===== src/rtl/decode_issue_controller.sv =====
// ---------------------------------------------------------------------------
// decode_issue_controller
//
// Decode/issue stage sitting between instruction fetch and execute. Fetched
// instructions land in a two-entry elastic buffer (output register plus a
// skid register) so fetch can keep streaming while execute back-pressures.
// Each instruction's immediate format is decoded as it is captured and is
// stored alongside it. The head instruction is issued to execute unless it
// would read the destination of a load still in execute (load-use bubble).
// A flush discards everything that is buffered.
//
// Optional feature macro: DECODE_PERF_CNT_EN
//   When defined, two 32-bit wrapping counters are added as outputs:
//   stall_cycles_o (cycles the head entry was held by a load-use hazard) and
//   flush_count_o (cycles with flush asserted).
//
// Parameters:
//   XLEN      - width of instruction and PC datapaths (at least 32)
//   RESET_PC  - PC presented on id_pc_o after reset, before the first issue
//
// Ports:
//   clk_i           rising-edge clock
//   reset_i         synchronous, active-high reset
//   if_valid_i      fetch presents an instruction
//   if_instr_i      fetched instruction
//   if_pc_i         PC of the fetched instruction
//   if_ready_o      stage accepts from fetch this cycle (registered)
//   ex_ready_i      execute accepts the issued instruction
//   ex_is_load_i    instruction currently in execute is a load
//   ex_rd_i         destination register of the instruction in execute
//   flush_i         redirect; discard all buffered instructions
//   id_valid_o      issued instruction valid (hazard-masked)
//   id_instr_o      issued instruction
//   id_pc_o         issued PC
//   id_imm_type_o   immediate format 0=none/R 1=I 2=S 3=B 4=U 5=J
//   id_rs1_o        instr[19:15]
//   id_rs2_o        instr[24:20]
//   id_rd_o         instr[11:7]
//   stall_cycles_o  (DECODE_PERF_CNT_EN only) hazard stall cycle count
//   flush_count_o   (DECODE_PERF_CNT_EN only) flush cycle count
// ---------------------------------------------------------------------------
module decode_issue_controller #(
  parameter int unsigned     XLEN     = 32,
  parameter logic [XLEN-1:0] RESET_PC = '0
) (
  input  logic            clk_i,
  input  logic            reset_i,
  input  logic            if_valid_i,
  input  logic [XLEN-1:0] if_instr_i,
  input  logic [XLEN-1:0] if_pc_i,
  output logic            if_ready_o,
  input  logic            ex_ready_i,
  input  logic            ex_is_load_i,
  input  logic [4:0]      ex_rd_i,
  input  logic            flush_i,
  output logic            id_valid_o,
  output logic [XLEN-1:0] id_instr_o,
  output logic [XLEN-1:0] id_pc_o,
  output logic [2:0]      id_imm_type_o,
  output logic [4:0]      id_rs1_o,
  output logic [4:0]      id_rs2_o,
  output logic [4:0]      id_rd_o
`ifdef DECODE_PERF_CNT_EN
  ,
  output logic [31:0]     stall_cycles_o,
  output logic [31:0]     flush_count_o
`endif
);

  localparam logic [XLEN-1:0] NOP_INSTR = XLEN'(32'h0000_0013);

  typedef enum logic [1:0] {
    EMPTY = 2'd0,
    ONE   = 2'd1,
    TWO   = 2'd2
  } state_e;

  typedef enum logic [2:0] {
    IMM_NONE = 3'd0,
    IMM_I    = 3'd1,
    IMM_S    = 3'd2,
    IMM_B    = 3'd3,
    IMM_U    = 3'd4,
    IMM_J    = 3'd5
  } immType_e;

  // Everything derived from the opcode that the stage needs to keep with an
  // entry: its immediate format and which source registers it really reads.
  typedef struct packed {
    immType_e immType;
    logic     usesRs1;
    logic     usesRs2;
  } decode_t;

  // Opcode classification. Unknown opcodes read no registers so that they
  // can never trigger a load-use bubble.
  function automatic decode_t decodeFormat(input logic [6:0] opcode);
    decode_t dec;
    dec = '{immType: IMM_NONE, usesRs1: 1'b0, usesRs2: 1'b0};
    unique case (opcode)
      7'b0010011, 7'b0000011, 7'b1100111:
        dec = '{immType: IMM_I, usesRs1: 1'b1, usesRs2: 1'b0};
      7'b0100011:
        dec = '{immType: IMM_S, usesRs1: 1'b1, usesRs2: 1'b1};
      7'b1100011:
        dec = '{immType: IMM_B, usesRs1: 1'b1, usesRs2: 1'b1};
      7'b0110111, 7'b0010111:
        dec = '{immType: IMM_U, usesRs1: 1'b0, usesRs2: 1'b0};
      7'b1101111:
        dec = '{immType: IMM_J, usesRs1: 1'b0, usesRs2: 1'b0};
      7'b0110011:
        dec = '{immType: IMM_NONE, usesRs1: 1'b1, usesRs2: 1'b1};
      default:
        dec = '{immType: IMM_NONE, usesRs1: 1'b0, usesRs2: 1'b0};
    endcase
    return dec;
  endfunction

  state_e          state_q, state_d;
  logic            ifReady_q;
  logic [XLEN-1:0] outInstr_q, outInstr_d;
  logic [XLEN-1:0] outPc_q, outPc_d;
  decode_t         outDec_q, outDec_d;
  logic [XLEN-1:0] skidInstr_q, skidInstr_d;
  logic [XLEN-1:0] skidPc_q, skidPc_d;
  decode_t         skidDec_q, skidDec_d;

  logic    outValid;
  logic    hazard;
  logic    idValid;
  logic    accept;
  logic    issue;
  decode_t inDec;

  // The head instruction must wait if it reads a register that a load in
  // execute has not yet produced. x0 is never a real dependency. This only
  // masks id_valid; the entry itself stays put until the hazard clears.
  always_comb begin
    outValid = (state_q != EMPTY);
    hazard   = ex_is_load_i && (ex_rd_i != 5'd0) &&
               ((outDec_q.usesRs1 && (outInstr_q[19:15] == ex_rd_i)) ||
                (outDec_q.usesRs2 && (outInstr_q[24:20] == ex_rd_i)));
    idValid  = outValid && !hazard && !reset_i;
  end

  // Ready is registered so execute back-pressure never reaches fetch through
  // a combinational path; it is forced low only while reset is asserted.
  assign if_ready_o = ifReady_q && !reset_i;

  // Next-state logic for the elastic buffer. Entries always leave from the
  // output register, and the skid register only refills the output register,
  // which keeps the stream strictly in order. Flush overrides everything,
  // including an accept in the same cycle; an issue in that cycle has already
  // been seen by execute, so dropping the entry is the correct outcome.
  always_comb begin
    accept = if_valid_i && if_ready_o;
    issue  = idValid && ex_ready_i;
    inDec  = decodeFormat(if_instr_i[6:0]);

    state_d     = state_q;
    outInstr_d  = outInstr_q;
    outPc_d     = outPc_q;
    outDec_d    = outDec_q;
    skidInstr_d = skidInstr_q;
    skidPc_d    = skidPc_q;
    skidDec_d   = skidDec_q;

    unique case (state_q)
      EMPTY: begin
        if (accept) begin
          state_d    = ONE;
          outInstr_d = if_instr_i;
          outPc_d    = if_pc_i;
          outDec_d   = inDec;
        end
      end
      ONE: begin
        if (accept && issue) begin
          outInstr_d = if_instr_i;
          outPc_d    = if_pc_i;
          outDec_d   = inDec;
        end else if (accept) begin
          state_d     = TWO;
          skidInstr_d = if_instr_i;
          skidPc_d    = if_pc_i;
          skidDec_d   = inDec;
        end else if (issue) begin
          state_d = EMPTY;
        end
      end
      TWO: begin
        if (issue) begin
          state_d    = ONE;
          outInstr_d = skidInstr_q;
          outPc_d    = skidPc_q;
          outDec_d   = skidDec_q;
        end
      end
      default: begin
        state_d = EMPTY;
      end
    endcase

    if (flush_i) begin
      state_d     = EMPTY;
      outInstr_d  = outInstr_q;
      outPc_d     = outPc_q;
      outDec_d    = outDec_q;
      skidInstr_d = skidInstr_q;
      skidPc_d    = skidPc_q;
      skidDec_d   = skidDec_q;
    end
  end

  // State and datapath registers. Reset parks a NOP at RESET_PC in the output
  // register so the issue outputs are well defined before the first fetch.
  always_ff @(posedge clk_i) begin
    if (reset_i) begin
      state_q     <= EMPTY;
      ifReady_q   <= 1'b1;
      outInstr_q  <= NOP_INSTR;
      outPc_q     <= RESET_PC;
      outDec_q    <= '{immType: IMM_NONE, usesRs1: 1'b0, usesRs2: 1'b0};
      skidInstr_q <= '0;
      skidPc_q    <= '0;
      skidDec_q   <= '{immType: IMM_NONE, usesRs1: 1'b0, usesRs2: 1'b0};
    end else begin
      state_q     <= state_d;
      ifReady_q   <= (state_d != TWO);
      outInstr_q  <= outInstr_d;
      outPc_q     <= outPc_d;
      outDec_q    <= outDec_d;
      skidInstr_q <= skidInstr_d;
      skidPc_q    <= skidPc_d;
      skidDec_q   <= skidDec_d;
    end
  end

  // Issue outputs come straight from the output register; only id_valid
  // depends on the current execute-stage inputs.
  assign id_valid_o    = idValid;
  assign id_instr_o    = outInstr_q;
  assign id_pc_o       = outPc_q;
  assign id_imm_type_o = outDec_q.immType;
  assign id_rs1_o      = outInstr_q[19:15];
  assign id_rs2_o      = outInstr_q[24:20];
  assign id_rd_o       = outInstr_q[11:7];

`ifdef DECODE_PERF_CNT_EN
  logic [31:0] stallCycles_q;
  logic [31:0] flushCount_q;

  // Performance counters. Both wrap naturally at 32 bits. A stall cycle is
  // one where a valid head entry is held back by a load-use hazard.
  always_ff @(posedge clk_i) begin
    if (reset_i) begin
      stallCycles_q <= '0;
      flushCount_q  <= '0;
    end else begin
      if (outValid && hazard) begin
        stallCycles_q <= stallCycles_q + 32'd1;
      end
      if (flush_i) begin
        flushCount_q <= flushCount_q + 32'd1;
      end
    end
  end

  assign stall_cycles_o = stallCycles_q;
  assign flush_count_o  = flushCount_q;
`endif

endmodule


===== config.mk =====
export PLATFORM = sky130hd
export DESIGN_NAME = decode_issue_controller
export DESIGN_NICKNAME = d
export VERILOG_FILES = /design/src/rtl/decode_issue_controller.sv
export SDC_FILE = /design/constraint.sdc
export NUM_CORES = 1
export LEC_CHECK = 0
export ABC_AREA = 1
export BUFFER_PORTS_ARGS = -buffer_cell sky130_fd_sc_hd__buf_2
export CELL_PAD_IN_SITES_DETAIL_PLACEMENT = 0
export CELL_PAD_IN_SITES_GLOBAL_PLACEMENT = 1
export CORE_MARGIN = 2
export CORE_UTILIZATION = 40
export DETAILED_ROUTE_END_ITERATION = 6
export PLACE_DENSITY = 0.91
export SLEW_MARGIN = 10
export SYNTH_ARGS = -nofsm -noshare
export SYNTH_HDL_FRONTEND = slang
export SYNTH_SLANG_ARGS = --single-unit

===== constraint.sdc =====
create_clock -name clk_i -period 2.7 [get_ports clk_i]
set_clock_uncertainty 0.2 [all_clocks]
set_input_delay 0.27 -clock clk_i [delete_from_list [all_inputs] [get_ports clk_i]]
set_output_delay 0.27 -clock clk_i [all_outputs]
set_load 0.01 [all_outputs]

==> results of run 1 <==
==> through the flow <==
step | setup slack (ns) | hold WS [ns] | std cells | power [uW] | cell area (sq um)
after detailed placement | 0.452 | 0.236 | 1302 | 2840 | 7380
after global placement | 0.534 | 0.232 | 1302 | 2830 | 7380
after CTS | 0.421 | 0.0254 | 1401 | 5120 | 8600
after floorplan | 0.860 | 0.132 | 995 | 2630 | 6590
after global routing | 0.153 | 0.0413 | 1401 | 5300 | 8600
final | 0.397 | 0.0397 | 1401 | 5060 | 8600
==> final cells by class <==
class | count | area share [%]
Tap cell | 216 | 3.14
Clock buffer | 19 | 5.27
Sequential cell | 141 | 32.8
Timing Repair Buffer | 240 | 19.0
Clock inverter | 13 | 1.15
Inverter | 119 | 5.27
Multi-Input combinational cell | 653 | 33.3
==> state kept, by name, indices dropped and copies added (netlist names) <==
name           flops
skidPc_q          32
outDec_q           2
ifReady_q          1
state_q            2
skidDec_q          5
id_instr_o        32
id_pc_o           32
skidInstr_q       32
id_imm_type_o      3
==> repair_timing <==
| action | in CTS | in global routing |
|---|---|---|
| hold endpoints to repair | 97 | 0 |
| gates resized for setup | 0 | 0 |
| hold buffers | 67 | 0 |
==> placed cells by master, fill, tap and decap left out, types with 2 or more instances in the layout <==
cell,count
sky130_fd_sc_hd__buf_12,5
sky130_fd_sc_hd__clkbuf_8,2
sky130_fd_sc_hd__o21ai_0,114
sky130_fd_sc_hd__nor2_2,2
sky130_fd_sc_hd__clkbuf_16,17
sky130_fd_sc_hd__dlygate4sd3_1,67
sky130_fd_sc_hd__nand3_1,37
sky130_fd_sc_hd__clkinvlp_4,2
sky130_fd_sc_hd__nor2_1,147
sky130_fd_sc_hd__inv_4,2
sky130_fd_sc_hd__nand2_1,237
sky130_fd_sc_hd__inv_2,6
sky130_fd_sc_hd__o21ai_1,11
sky130_fd_sc_hd__buf_4,10
sky130_fd_sc_hd__a21oi_1,84
sky130_fd_sc_hd__clkinv_2,10
sky130_fd_sc_hd__dfxtp_1,141
sky130_fd_sc_hd__nand4_1,3
sky130_fd_sc_hd__inv_1,110
sky130_fd_sc_hd__nor3_1,3
sky130_fd_sc_hd__buf_2,158
sky130_fd_sc_hd__nand2_2,3
==> path summary, 6_finish.rpt <==
kind,endpoint,slack [ns],startpoint,cells after the start
min reg2reg,skidInstr_q[18]$_SDFFE_PP0P_,0.24,skidInstr_q[18]$_SDFFE_PP0P_,2
max reg2reg,skidPc_q[14]$_SDFFE_PP0P_,0.44,id_instr_o[17]$_SDFFE_PP0P_,12
min,ifReady_q$_SDFF_PP1_,0.04,ex_ready_i,3
max,skidPc_q[14]$_SDFFE_PP0P_,0.40,reset_i,11
==> per-layer routing <==
layer / wire length (microns) / vias up / GRT usage (%)
met5: 0 / - / 0
met4: 393 / 0 / 8.18
met3: 1070 / 26 / 5.34
met2: 7500 / 159 / 31.4
met1: 7830 / 2780 / 24.1
li1: - / 3442 / -
==> power breakdown <==
group	internal, uW	leakage, uW	total (uW)	switching [uW]
Combinational	291	0.00288	653	362
Clock	1300	0.000278	2190	890
Sequential	2170	0.00115	2210	48.8
Total	3760	0.00430	5060	1300
==> kinds of logic (layout without fill, tap and decap cells) <==
kind of cell | after synthesis | count (layout) | share of synthesized area, %
compound gates | 215 | 215 | 16.8
buf+inv | 201 | 391 | 13.7
flops | 141 | 141 | 42.9
mux | 1 | 1 | 0.152
simple gates | 437 | 437 | 26.4
==> worst max-delay path, cell delays in order <==
cell                            delay (ns)
sky130_fd_sc_hd__dlygate4sd3_1        0.53
sky130_fd_sc_hd__buf_2                0.20
sky130_fd_sc_hd__nor2_2               0.13
sky130_fd_sc_hd__nand2_1              0.09
sky130_fd_sc_hd__inv_2                0.08
sky130_fd_sc_hd__nand2_1              0.07
sky130_fd_sc_hd__nor2_1               0.12
sky130_fd_sc_hd__nand2_2              0.11
sky130_fd_sc_hd__inv_4                0.49
sky130_fd_sc_hd__o21ai_0              0.16
sky130_fd_sc_hd__a21oi_1              0.15
==> impl_table.tex, run 1 <==
\begin{tabular}{lr}
\hline
Metric & Value \\
\hline
\multicolumn{2}{l}{\textbf{Global routing}} \\
\quad Largest net degree at the start of global routing & 74 \\
\quad Wire length of the first global-routing pass & 27,700 microns \\
\quad Vias in the first global route & 5,766 \\
\quad Total congestion overflow & 0 \\
\quad Overall fraction of global-route tracks in use & 19.3\% \\
\quad Number of antenna violations at the first check in global routing & 0 \\
\multicolumn{2}{l}{\textbf{Cells and area}} \\
\quad Area taken by multi-input logic gates & 2870 sq um \\
\quad Sequential cell area in the final layout & 2820 sq um \\
\quad Final-stage net count & 1,247 \\
\quad Share of the core filled with cells in the final layout & 53.7\% \\
\quad Share of post-route cells with drive strength above 1 & 19.2\% \\
\quad ANT cells & 0 \\
\quad Fillcell total & 1,612 \\
\quad Synth-to-Final Area Change & 30.6\% \\
\multicolumn{2}{l}{\textbf{Placed design}} \\
\quad Port Buffers & 158 \\
\quad DP Wirelength & 10,600 microns \\
\quad Last weighted congestion value of the routability-driven placer & 0.812 \\
\multicolumn{2}{l}{\textbf{Power}} \\
\quad Standby leakage power & 0.00430 uW \\
\quad Power density over the cells & 588 nW/um\^{}2 \\
\quad IR Drop Worst-Case VDD & 0.433 mV \\
\multicolumn{2}{l}{\textbf{CTS}} \\
\quad Clock slew at reported path FFs & 0.06 ns \\
\quad CTS root buf & sky130\_fd\_sc\_hd\_\_clkbuf\_16 \\
\quad CTS Buf Count & 17 \\
\quad Worst-skew pair later-pin latency & 0.42 ns \\
\quad H-tree depth & 4 \\
\quad Number of buffers between clock root and the deepest sink & 2 \\
\quad TritonCTS clock tree & done \\
\quad Number of buffers inserted to repair setup after CTS & 0 \\
\quad Number of clock sinks seen by CTS & 141 \\
\multicolumn{2}{l}{\textbf{Die}} \\
\quad Number of rows in the core area & 46 \\
\quad Die outline height & 132 microns \\
\quad Core Box Area & 16,000 sq um \\
\quad Die outline area & 17,500 sq um \\
\quad Starting density of the core & 41.2\% \\
\quad Die Span X & 132 microns \\
\quad Number of placed I/O pins & 159 \\
\multicolumn{2}{l}{\textbf{Timing}} \\
\quad Tcrit/Tclk final & 85.3\% \\
\quad Final setup fails & 0 \\
\quad Final-layout setup total negative slack & 0 ns \\
\quad Setup repair after global routing missed its margin & no \\
\quad Measured slew at the worst slew-check pin & 0.661 ns \\
\quad Final Critical Period & 2.30 ns \\
\quad Final number of hold-violating endpoints & 0 \\
\quad Max-slew headroom at the worst pin & 55.9\% \\
\quad Slew Limit Fails & 0 \\
\quad Max Clock Freq & 0.434 GHz \\
\multicolumn{2}{l}{\textbf{Synthesis}} \\
\quad Top cell type by total area after synthesis & sky130\_fd\_sc\_hd\_\_dfxtp\_1 \\
\quad Fraction of registers with async set/reset & 0\% \\
\quad Post-synth design cell area & 6590 sq um \\
\quad Net count after synthesis & 1,070 \\
\quad Synth warn & 0 \\
\quad Number of cells produced by synthesis & 995 \\
\quad Number of distinct library cells after synthesis & 31 \\
\quad Main flop type after synthesis & sky130\_fd\_sc\_hd\_\_dfxtp\_1 \\
\quad Largest cells by area after synthesis & sky130\_fd\_sc\_hd\_\_dfxtp\_1 43\%, sky130\_fd\_sc\_hd\_\_nand2\_1 14\%, sky130\_fd\_sc\_hd\_\_o21ai\_0 8.7\%, sky130\_fd\_sc\_hd\_\_nor2\_1 8.4\%, sky130\_fd\_sc\_hd\_\_a21oi\_1 6.4\% \\
\quad List of most frequent post-synthesis cells & 238 x sky130\_fd\_sc\_hd\_\_nand2\_1, 147 x sky130\_fd\_sc\_hd\_\_nor2\_1, 141 x sky130\_fd\_sc\_hd\_\_dfxtp\_1 \\
\quad Post-synth top area share & 42.9\% \\
\quad Number of flops mapped to enable cells by yosys & 0 \\
\quad Post-synthesis sequential area ratio & 42.9\% \\
\quad Post-Synthesis Mean Instance Area & 6.62 sq um \\
\quad Dominant cell by count in the synthesized netlist & sky130\_fd\_sc\_hd\_\_nand2\_1 \\
\quad Synthesized flop and latch total & 141 \\
\multicolumn{2}{l}{\textbf{Setup path}} \\
\quad Critical Path Sink Type & flop \\
\quad Top fanout value on the critical path & 65 \\
\quad Endpoint arrival time on the critical path & 2.45 ns \\
\quad Critical Path RT & 2.85 ns \\
\quad Kind of critical path & in2reg \\
\quad Kind of launch point of the worst setup path & input pin \\
\multicolumn{2}{l}{\textbf{Detailed routing}} \\
\quad Total vias in the final route & 6,407 \\
\quad DRT antenna net count & 0 \\
\quad DRC & 0 \\
\quad Final wirelength & 16,800 microns \\
\quad Routed length per instance & 12.0 microns \\
\quad Detail-routed via count per cell & 4.57 \\
\quad DR iter-0 viols & 340 \\
\quad 1st-pass router iterations & 5 \\
\multicolumn{2}{l}{\textbf{Flow run}} \\
\quad Count of maximum capacitance violations & 0 \\
\multicolumn{2}{l}{\textbf{Min path}} \\
\quad HP Class & in2reg \\
\multicolumn{2}{l}{\textbf{Run status}} \\
\quad Status & finished clean \\
\hline
\end{tabular}
Note: power is estimated with default switching activity, not from simulation.
==> inputs of run 2 (changes only) <==
--- a/config.mk
+++ b/config.mk
@@ -10,9 +10,9 @@
 export CELL_PAD_IN_SITES_DETAIL_PLACEMENT = 0
 export CELL_PAD_IN_SITES_GLOBAL_PLACEMENT = 1
 export CORE_MARGIN = 2
-export CORE_UTILIZATION = 40
+export CORE_UTILIZATION = 37
 export DETAILED_ROUTE_END_ITERATION = 6
-export PLACE_DENSITY = 0.91
+export PLACE_DENSITY = 0.85
 export SLEW_MARGIN = 10
 export SYNTH_ARGS = -nofsm -noshare
 export SYNTH_HDL_FRONTEND = slang
==> constraint.sdc (replaced) <==
create_clock -name clk_i -period 2.5 [get_ports clk_i]
set_clock_uncertainty 0.2 [all_clocks]
set_input_delay 0.25 -clock clk_i [delete_from_list [all_inputs] [get_ports clk_i]]
set_output_delay 0.25 -clock clk_i [all_outputs]
set_load 0.01 [all_outputs]
==> impl_table.tex, run 2 (synthesized netlist as in run 1, its figures left out) <==
\begin{tabular}{lr}
\hline
Metric & Value \\
\hline
\multicolumn{2}{l}{\textbf{Run status}} \\
\quad Status & finished clean \\
\multicolumn{2}{l}{\textbf{CTS}} \\
\quad Clock slew at reported path FFs & 0.06 ns \\
\quad Number of clock sinks seen by CTS & 141 \\
\quad Quantity of gates resized following cts & 0 \\
\quad TritonCTS clock tree & done \\
\quad CTS root buf & sky130\_fd\_sc\_hd\_\_clkbuf\_16 \\
\quad CTS Buf Count & 17 \\
\quad Number of buffers between clock root and the deepest sink & 2 \\
\quad H-tree depth & 4 \\
\quad Worst-skew pair later-pin latency & 0.43 ns \\
\multicolumn{2}{l}{\textbf{Setup path}} \\
\quad Endpoint arrival time on the critical path & 2.26 ns \\
\quad Critical Path RT & 2.60 ns \\
\quad Kind of critical path & reg2reg \\
\quad Kind of launch point of the worst setup path & flop \\
\quad Critical Path Sink Type & flop \\
\quad Top fanout value on the critical path & 5 \\
\multicolumn{2}{l}{\textbf{Die}} \\
\quad Starting density of the core & 37.9\% \\
\quad Number of rows in the core area & 48 \\
\quad Die outline height & 137 microns \\
\quad Core Box Area & 17,400 sq um \\
\quad Die outline area & 18,900 sq um \\
\quad Number of placed I/O pins & 159 \\
\quad Die Span X & 137 microns \\
\multicolumn{2}{l}{\textbf{Cells and area}} \\
\quad Synth-to-Final Area Change & 31.8\% \\
\quad Final-stage net count & 1,249 \\
\quad ANT cells & 0 \\
\quad Most frequent cells in the layout & 237 x sky130\_fd\_sc\_hd\_\_nand2\_1, 158 x sky130\_fd\_sc\_hd\_\_buf\_2, 147 x sky130\_fd\_sc\_hd\_\_nor2\_1, 141 x sky130\_fd\_sc\_hd\_\_dfxtp\_1, 114 x sky130\_fd\_sc\_hd\_\_o21ai\_0 \\
\quad Most common cell after layout, fill and taps aside & sky130\_fd\_sc\_hd\_\_nand2\_1 \\
\quad Fillcell total & 1,772 \\
\quad Share of post-route cells with drive strength above 1 & 19.3\% \\
\multicolumn{2}{l}{\textbf{Detailed routing}} \\
\quad Routed length per instance & 11.9 microns \\
\quad DRC & 0 \\
\quad Final wirelength & 16,800 microns \\
\quad DRT antenna net count & 0 \\
\quad 1st-pass router iterations & 5 \\
\quad Detail-routed via count per cell & 4.56 \\
\quad Total vias in the final route & 6,437 \\
\quad DR iter-0 viols & 252 \\
\multicolumn{2}{l}{\textbf{Global routing}} \\
\quad Number of antenna violations at the first check in global routing & 0 \\
\quad Vias in the first global route & 5,869 \\
\quad Total congestion overflow & 0 \\
\quad Wire length of the first global-routing pass & 27,900 microns \\
\quad Overall fraction of global-route tracks in use & 18.7\% \\
\quad Largest net degree at the start of global routing & 51 \\
\multicolumn{2}{l}{\textbf{Flow run}} \\
\quad Count of maximum capacitance violations & 0 \\
\multicolumn{2}{l}{\textbf{Timing}} \\
\quad Final setup fails & 0 \\
\quad Measured slew at the worst slew-check pin & 0.505 ns \\
\quad Max Clock Freq & 0.464 GHz \\
\quad Final Critical Period & 2.16 ns \\
\quad Final number of hold-violating endpoints & 0 \\
\quad Slew Limit Fails & 0 \\
\quad Setup repair after global routing missed its margin & no \\
\quad Tcrit/Tclk final & 86.3\% \\
\quad Minimum hold slack & 0.0351 ns \\
\quad Max-slew headroom at the worst pin & 66.4\% \\
\quad Final-layout setup total negative slack & 0 ns \\
\multicolumn{2}{l}{\textbf{Power}} \\
\quad Standby leakage power & 0.00432 uW \\
\quad Clock power share & 43.9\% \\
\quad Net switching fraction of the power & 26.2\% \\
\quad IR Drop Worst-Case VDD & 0.446 mV \\
\quad Combinational power share & 12.8\% \\
\quad Power density over the cells & 636 nW/um\^{}2 \\
\quad Register share of total power & 43.3\% \\
\quad Internal & 4080 uW \\
\quad Switch Pwr & 1440 uW \\
\multicolumn{2}{l}{\textbf{Placed design}} \\
\quad Last weighted congestion value of the routability-driven placer & 0.772 \\
\quad Port Buffers & 158 \\
\quad DP Wirelength & 11,000 microns \\
\multicolumn{2}{l}{\textbf{Min path}} \\
\quad HP Class & in2reg \\
\hline
\end{tabular}
==> run 2: cell count changes in the layout (fill, tap and decap cells not counted), sizes merged <==
cell,change
buf,+2
inv,+1
clkinv,-4
clkinvlp,+3
==> run 2: layout make-up <==
cell class                      instances  area [sq um]  share of cell area (%)
Inverter                              119           453                    5.22
Clock buffer                           19           453                    5.22
Clock inverter                         13           118                    1.35
Tap cell                              225           282                    3.24
Sequential cell                       141          2820                    32.5
Timing Repair Buffer                  242          1690                    19.5
Multi-Input combinational cell        653          2870                    33.0
==> run 2: stage by stage <==
stage	setup slack, ns	power (uW)	std cells	instance area (sq um)	utilization (%)
2_1_floorplan	0.660	2840	995	6590	-
3_3_place_gp	0.411	3070	1313	7440	42.9
3_5_place_dp	0.385	3070	1313	7440	42.9
4_1_cts	0.332	5600	1412	8680	50.0
5_1_grt	0.0909	5810	1412	8680	50.0
6_report	0.343	5520	1412	8680	50.0
==> run 2: power by group through the flow <==
stage / logic, uW / clock network, uW / registers, uW
final: 708 / 2420 / 2390
after detailed placement: 630 / 0 / 2440
after floorplan: 374 / 0 / 2470
after global routing: 812 / 2600 / 2400
after CTS: 715 / 2490 / 2390
after global placement: 629 / 0 / 2440
==> run 2: worst paths after layout <==
check,startpoint,to,slack [ns],cells after the start
min,ex_ready_i,ifReady_q$_SDFF_PP1_,0.04,3
max,id_instr_o[17]$_SDFFE_PP0P_,state_q[0]$_SDFF_PP0_,0.34,14
max reg2reg,id_instr_o[17]$_SDFFE_PP0P_,state_q[0]$_SDFF_PP0_,0.34,14
min reg2reg,skidPc_q[23]$_SDFFE_PP0P_,skidPc_q[23]$_SDFFE_PP0P_,0.24,2
==> run 2: per-layer routing <==
metal / track usage, % / vias to the layer above / part of all wire [%]
met3: 5.56 / 12 / 5.4
li1: - / 3447 / -
met4: 5.84 / 0 / 0.97
met5: 0 / - / 0
met1: 23.2 / 2846 / 46
met2: 31.1 / 132 / 47
==> run 2: what timing repair did <==
action | 4_1_cts | 5_1_grt
endpoints found under the hold margin | 105 | 0
hold buffers | 67 | 0
buffers inserted | 0 | 0
==> run 2: critical path: stages (launching register included) <==
cell and delay (ns):
sky130_fd_sc_hd__dfxtp_1 0.42, sky130_fd_sc_hd__inv_1 0.06, sky130_fd_sc_hd__nand2_1 0.06, sky130_fd_sc_hd__nand2_1 0.06, sky130_fd_sc_hd__nor2_1 0.10, sky130_fd_sc_hd__nand3_1 0.08
sky130_fd_sc_hd__nand2_1 0.08, sky130_fd_sc_hd__nand2_2 0.07, sky130_fd_sc_hd__nand3_4 0.09, sky130_fd_sc_hd__nand2_1 0.06, sky130_fd_sc_hd__nand2_1 0.07, sky130_fd_sc_hd__nand2_1 0.05
sky130_fd_sc_hd__nand2_1 0.05, sky130_fd_sc_hd__nor3_1 0.04, sky130_fd_sc_hd__dlygate4sd3_1 0.56
